File: config.mk
export PLATFORM = sky130hd
export DESIGN_NAME = alu_pipe
export DESIGN_NICKNAME = d
export VERILOG_FILES = /design/src/rtl/alu_pkg.sv /design/src/rtl/alu_mul_iter.sv /design/src/rtl/alu_pipe.sv
export SDC_FILE = /design/constraint.sdc
export NUM_CORES = 1
export LEC_CHECK = 0
export ABC_AREA = 1
export BUFFER_PORTS_ARGS = -buffer_cell sky130_fd_sc_hd__buf_2
export CELL_PAD_IN_SITES_DETAIL_PLACEMENT = 1
export CELL_PAD_IN_SITES_GLOBAL_PLACEMENT = 2
export CORE_ASPECT_RATIO = 2
export CORE_MARGIN = 2
export CORE_UTILIZATION = 30
export CTS_CLUSTER_DIAMETER = 80
export DETAILED_ROUTE_END_ITERATION = 7
export PLACE_DENSITY = 0.88
export SYNTH_ARGS = -nofsm -noshare
export SYNTH_HDL_FRONTEND = slang
export SYNTH_SLANG_ARGS = --single-unit
File: constraint.sdc
create_clock -name clk -period 2.3 [get_ports clk]
set_input_delay 0.115 -clock clk [delete_from_list [all_inputs] [get_ports clk]]
set_output_delay 0.115 -clock clk [all_outputs]
set_load 0.05 [all_outputs]
File: src/rtl/alu_pkg.sv
// Shared op codes, FSM states and flag bundle for the EX-stage ALU.
package alu_pkg;

  localparam int OPC_W = 4;

  localparam logic [OPC_W-1:0] OP_AND  = 4'b0000;
  localparam logic [OPC_W-1:0] OP_OR   = 4'b0001;
  localparam logic [OPC_W-1:0] OP_ADD  = 4'b0010;
  localparam logic [OPC_W-1:0] OP_SLL  = 4'b0011;
  localparam logic [OPC_W-1:0] OP_SRL  = 4'b0100;
  localparam logic [OPC_W-1:0] OP_SRA  = 4'b0101;
  localparam logic [OPC_W-1:0] OP_SUB  = 4'b0110;
  localparam logic [OPC_W-1:0] OP_SLT  = 4'b0111;
  localparam logic [OPC_W-1:0] OP_SLTU = 4'b1000;
  localparam logic [OPC_W-1:0] OP_XOR  = 4'b1001;
  localparam logic [OPC_W-1:0] OP_NOR  = 4'b1010;
  localparam logic [OPC_W-1:0] OP_MUL  = 4'b1011;

  typedef enum logic [1:0] {
    IDLE = 2'd0,
    MUL  = 2'd1,
    DONE = 2'd2
  } state_t;

  typedef struct packed {
    logic zero;
    logic ovf;
    logic illegal;
  } flags_t;

endpackage

File: src/rtl/alu_mul_iter.sv
// Radix-2 shift-add multiplier: one partial-product step per clock, WIDTH steps per product.
module alu_mul_iter #(
  parameter int WIDTH = 32
) (
  input  logic             clk,
  input  logic             rst_n,
  input  logic             start,
  input  logic [WIDTH-1:0] a,
  input  logic [WIDTH-1:0] b,
  output logic             done,
  output logic [WIDTH-1:0] product
);

  localparam int CNT_W = $clog2(WIDTH);

  logic             busy;
  logic [CNT_W-1:0] cnt;
  logic [WIDTH-1:0] mcand;
  logic [WIDTH-1:0] mplier;
  logic [WIDTH-1:0] acc;

  // done marks the cycle whose step is the last one; acc is final on the next cycle
  assign done    = busy && (cnt == CNT_W'(WIDTH - 1));
  assign product = acc;

  always_ff @(posedge clk or negedge rst_n) begin
    if (!rst_n) begin
      busy   <= 1'b0;
      cnt    <= '0;
      mcand  <= '0;
      mplier <= '0;
      acc    <= '0;
    end else if (start) begin
      busy   <= 1'b1;
      cnt    <= '0;
      mcand  <= a;
      mplier <= b;
      acc    <= '0;
    end else if (busy) begin
      if (mplier[0]) acc <= acc + mcand;
      mcand  <= mcand << 1;
      mplier <= mplier >> 1;
      cnt    <= cnt + 1'b1;
      if (done) busy <= 1'b0;
    end
  end

endmodule

File: src/rtl/alu_pipe.sv
// Registered EX-stage ALU with valid/ready on both sides, a one-entry output buffer
// and an iterative multiply; single-cycle ops complete at the accepting edge.
module alu_pipe
  import alu_pkg::*;
#(
  parameter int WIDTH   = 32,
  parameter int SHAMT_W = $clog2(WIDTH),
  parameter int OP_W    = 4
) (
  input  logic               clk,
  input  logic               rst_n,
  input  logic               in_valid,
  output logic               in_ready,
  input  logic [OP_W-1:0]    op,
  input  logic [WIDTH-1:0]   reg1,
  input  logic [WIDTH-1:0]   reg2,
  input  logic [SHAMT_W-1:0] shamt,
  output logic               out_valid,
  input  logic               out_ready,
  output logic [WIDTH-1:0]   o1,
  output logic               zero,
  output logic               ovf,
  output logic               illegal
);

  state_t state, state_nx;

  logic             rdy_en;
  logic             out_free;
  logic             accept;
  logic             is_mul;
  logic             mul_start;
  logic             mul_done;
  logic [WIDTH-1:0] mul_prod;
  logic             ld_alu;
  logic             ld_mul;

  logic [WIDTH-1:0] sum;
  logic [WIDTH-1:0] diff;
  logic [WIDTH-1:0] res;
  flags_t           fl_c;
  flags_t           fl_q;

  // rdy_en keeps in_ready low until the first edge after reset release
  always_ff @(posedge clk or negedge rst_n) begin
    if (!rst_n) rdy_en <= 1'b0;
    else        rdy_en <= 1'b1;
  end

  assign out_free = !out_valid || out_ready;
  assign in_ready = rdy_en && (state == IDLE) && out_free;
  assign accept   = in_valid && in_ready;
  assign is_mul   = (op == OP_W'(OP_MUL));

  always_comb begin
    sum          = reg1 + reg2;
    diff         = reg1 - reg2;
    res          = '0;
    fl_c.ovf     = 1'b0;
    fl_c.illegal = 1'b0;
    case (op)
      OP_W'(OP_AND):  res = reg1 & reg2;
      OP_W'(OP_OR):   res = reg1 | reg2;
      OP_W'(OP_ADD): begin
        res      = sum;
        fl_c.ovf = (reg1[WIDTH-1] == reg2[WIDTH-1]) && (sum[WIDTH-1] != reg1[WIDTH-1]);
      end
      OP_W'(OP_SUB): begin
        res      = diff;
        fl_c.ovf = (reg1[WIDTH-1] != reg2[WIDTH-1]) && (diff[WIDTH-1] != reg1[WIDTH-1]);
      end
      OP_W'(OP_SLL):  res = reg1 << shamt;
      OP_W'(OP_SRL):  res = reg1 >> shamt;
      OP_W'(OP_SRA):  res = $signed(reg1) >>> shamt;
      OP_W'(OP_SLT):  res = WIDTH'($signed(reg1) < $signed(reg2));
      OP_W'(OP_SLTU): res = WIDTH'(reg1 < reg2);
      OP_W'(OP_XOR):  res = reg1 ^ reg2;
      OP_W'(OP_NOR):  res = ~(reg1 | reg2);
      OP_W'(OP_MUL):  res = '0;
      default:        fl_c.illegal = 1'b1;
    endcase
    fl_c.zero = (res == '0);
  end

  alu_mul_iter #(.WIDTH(WIDTH)) u_mul (
    .clk     (clk),
    .rst_n   (rst_n),
    .start   (mul_start),
    .a       (reg1),
    .b       (reg2),
    .done    (mul_done),
    .product (mul_prod)
  );

  always_ff @(posedge clk or negedge rst_n) begin
    if (!rst_n) state <= IDLE;
    else        state <= state_nx;
  end

  always_comb begin
    state_nx  = state;
    mul_start = 1'b0;
    ld_alu    = 1'b0;
    ld_mul    = 1'b0;
    case (state)
      IDLE: begin
        if (accept) begin
          if (is_mul) begin
            mul_start = 1'b1;
            state_nx  = MUL;
          end else begin
            ld_alu = 1'b1;
          end
        end
      end
      MUL: begin
        if (mul_done) state_nx = DONE;
      end
      DONE: begin
        // product waits here until the output buffer can take it
        if (out_free) begin
          ld_mul   = 1'b1;
          state_nx = IDLE;
        end
      end
      default: state_nx = IDLE;
    endcase
  end

  always_ff @(posedge clk or negedge rst_n) begin
    if (!rst_n) begin
      out_valid <= 1'b0;
      o1        <= '0;
      fl_q      <= '0;
    end else if (ld_alu) begin
      out_valid <= 1'b1;
      o1        <= res;
      fl_q      <= fl_c;
    end else if (ld_mul) begin
      out_valid    <= 1'b1;
      o1           <= mul_prod;
      fl_q.zero    <= (mul_prod == '0);
      fl_q.ovf     <= 1'b0;
      fl_q.illegal <= 1'b0;
    end else if (out_ready) begin
      out_valid <= 1'b0;
    end
  end

  assign zero    = fl_q.zero;
  assign ovf     = fl_q.ovf;
  assign illegal = fl_q.illegal;

endmodule

==> results.json <==
{
  "crit_slowest_cell": "fa_2",
  "crit_fanout": 3,
  "drv_slew": 0,
  "cts_tree": "done",
  "hp-class": "primary input to register",
  "synth_fa_ha_area_share_pct": 9.72,
  "grt_util_met2_pct": 67.3,
  "drt_wl_total_um": 121000,
  "worst_ep_arrival_time_ps": 2840,
  "async_reset_ff_share_pct": 100,
  "leakagePower_nw": 15.7,
  "skew_ps": 21.2,
  "mostFrequentLayoutCells": "978 x nand2_1, 838 x buf_4, 589 x nand3_1",
  "path_clk_slew_ps": 70,
  "hold_depth": 4,
  "ir_drop_v": 0.000646,
  "clock_sinks": 141,
  "first_global_vias": 29450,
  "ios": 114,
  "drive_gt1_share_pct": 30.5,
  "ant_nets": 0,
  "finalHoldWorstSlack_ps": 9.27,
  "min_period_ps": 2490,
  "cp-end-kind": "register",
  "synth_edf_count": 0,
  "synthXorXnorAreaFrac_pct": 0.606,
  "finalSetupViolCount": 16,
  "r2r_cells": 17,
  "finalSetupTns_ps": -1780,
  "power_frac_seq_pct": 21.4,
  "initial_core_util_pct": 30.4,
  "netlist_area_um2": 18800,
  "r2r_slack_ps": -190,
  "area_delta_synth_final_pct": 51.7,
  "synthMuxAreaShare_pct": 0,
  "portBuffers": 113,
  "p_int_w": 0.00985,
  "clk_path_buf_depth": 2,
  "max_stage_delay_ps": 380,
  "synthCells": 3312,
  "cp_data_required_time_ps": 2640,
  "drc": 0,
  "total_power_w": 0.0194,
  "synth_compound_area_share_pct": 12.1,
  "dp_hpwl_um": 99700,
  "wl_per_cell_um": 24.2,
  "core_um2": 61800,
  "dr.pass1.iters": 5,
  "power.density_nw_per_um2": 680,
  "synthTopCellsByArea": "nand2_1 20%, dfrtp_1 19%, nand3_1 16%, ha_1 9.4%, inv_1 9.1%",
  "rsz0062_at_grt": "true",
  "netSwitchingPower_w": 0.00953,
  "slew_headroom_pct": 49.2,
  "status": "finished with violations",
  "grt_antenna_before_repair": 3,
  "fin_crit_sh_pct": 108,
  "path_common_cell": "nand2_2",
  "globalplace.congestion": 1.03,
  "power.switching_fraction_pct": 49.2,
  "cp-start-kind": "register",
  "tightest_slew_ps": 762,
  "crit_path_cell_trace": "ha_2 > inv_2 > fa_2 > o21ai_4 > a21oi_4 > o21ai_4 > a21boi_4 > inv_2 > nand2_2 > nand2_2 > nand2_2 > nand2_4 > nand2_2 > nand2_2 > nand2_1 > nand2_1 > o21ai_1",
  "p_comb_share_pct": 63.7,
  "die_h_um": 358,
  "cts_root_buffer": "clkbuf_16",
  "die_x_um": 181,
  "ys_seq_elements": 141,
  "syn_avg_cell_area_um2": 5.67,
  "synth_top_family_by_area": "simple AND/OR/NAND/NOR gates",
  "grtUsageMet3_pct": 3.46,
  "grt_util_met1_pct": 32.6,
  "r2r-end": "u_mul.product[24]",
  "fillCellCount": 8397,
  "gr-total-overflow": 0,
  "htree_num_levels": 4,
  "insertion_delay_ps": 470,
  "violations": "negative setup slack",
  "drt_iter0_drc": 1526,
  "busiest_layer": "met2",
  "final_core_util_pct": 46.1,
  "ys_warn_count": 0,
  "hold_violations": 0,
  "synth_fp_nets": 3533,
  "grt_pass1_wl_um": 173000,
  "r2r-start": "u_mul.product[0]",
  "dieArea_um2": 64700,
  "numCtsBuffers": 17,
  "yosys.area_share.simple_pct": 45.7,
  "vias": 27134,
  "fmax_mhz": 401,
  "rows": 129,
  "min_from": "reg2[7]",
  "cap_violations": 0,
  "p_clk_share_pct": 14.9,
  "grtUsageTotal_pct": 36.2,
  "vias_per_cell": 5.43,
  "path_class": "register to register",
  "yosysTopAreaCellShare_pct": 20.3,
  "nets": 4417,
  "synth_ff_type": "dfrtp_1",
  "fin_ws_ps": -193,
  "synth_cell_type_count": 49,
  "synth-seq-area-share_pct": 18.8,
  "synth_top_area_cell": "nand2_1",
  "grt_start_max_net_pins": 64,
  "layout_commonest_cell": "nand2_1",
  "hold_end": "u_mul.mplier[7]"
}
[registers in the layout, indices dropped and copies added (netlist names)]
register / cells
o1: 32
u_mul.mcand: 32
u_mul.mplier: 32
u_mul.product: 32
u_mul.cnt: 5
state: 2
illegal: 1
out_valid: 1
ovf: 1
rdy_en: 1
u_mul.busy: 1
zero: 1
[worst max-delay path, delay by kind of cell, from the launching register on]
family,cells,cell delay [ps]
adders and majority gates,2,590
AOI/OAI and AO/OA,5,700
buffers and inverters,2,130
DFF,1,370
and+or+nand+nor,8,570
[layout make-up]
class / instances / area [µm²] / share of cell area, %
timing repair buffer: 1008 / 7720 / 27.1
antenna: 3 / 7.51 / 0.0263
clock inverter: 13 / 141 / 0.496
multi-input combinational: 2558 / 13900 / 48.8
sequential: 141 / 3530 / 12.4
clock buffer: 18 / 429 / 1.51
inverter: 470 / 1780 / 6.23
tap: 786 / 983 / 3.45
[layer usage]
| layer | wire (µm) | share of wire, % |
|---|---|---|
| met1 | 39600 | 33 |
| met3 | 4250 | 3.5 |
| met5 | 0 | 0 |
| met4 | 15500 | 13 |
| met2 | 61800 | 51 |
[worst max-delay path by stage]
stage,from,end,slack (ps),cells after the start
global placement,reg1[7],zero,-830,21
detailed placement,reg1[11],zero,-850,19
global route,u_mul.product[0],u_mul.product[24],-240,17
finish,u_mul.product[0],u_mul.product[24],-190,17
CTS,u_mul.mcand[0],u_mul.product[24],-130,17
floorplan,u_mul.mcand[0],u_mul.product[26],40,13
[per-stage QoR]
step | area, µm² | std cells | setup slack, ps
global route | 28500 | 4994 | -236
CTS | 27700 | 4979 | -133
floorplan | 18800 | 3312 | 43.2
global placement | 26400 | 4922 | -827
finish | 28500 | 4997 | -193
detailed placement | 26400 | 4922 | -851
[cells by family after synthesis]
family                     Yosys count
buffers and inverters              613
adders and majority gates          144
AOI/OAI and AO/OA                  385
and+or+nand+nor                   2015
DFF                                141
other                                1
xor gates and xnor gates            13
[power by group through the flow]
stage	Sequential, W	Clock (W)	Combinational [W]
finish	0.00414	0.00289	0.0123
CTS	0.00406	0.00290	0.0114
floorplan	0.00475	0	0.00467
global route	0.00422	0.00299	0.0132
detailed placement	0.00406	0	0.0109
global placement	0.00402	0	0.0106
[cells in the mapped netlist (25+ instances only)]
library cell / number
o22ai_1: 25
clkbuf_1: 62
nand2_1: 1013
nand3_1: 604
a21oi_1: 107
o211ai_1: 36
nor2_1: 290
inv_1: 456
ha_1: 141
nor3_1: 28
o21ai_0: 126
dfrtp_1: 141
buf_2: 50
nand4_1: 36
[timing repair]
item                       CTS  global route
resized for setup          134           169
hold buffers                13             0
setup buffers               14            15
hold endpoints to repair    69             0
setup endpoints to repair   31            36
pin swaps                   41            39
No activity file was read; power rests on OpenSTA's default activity.
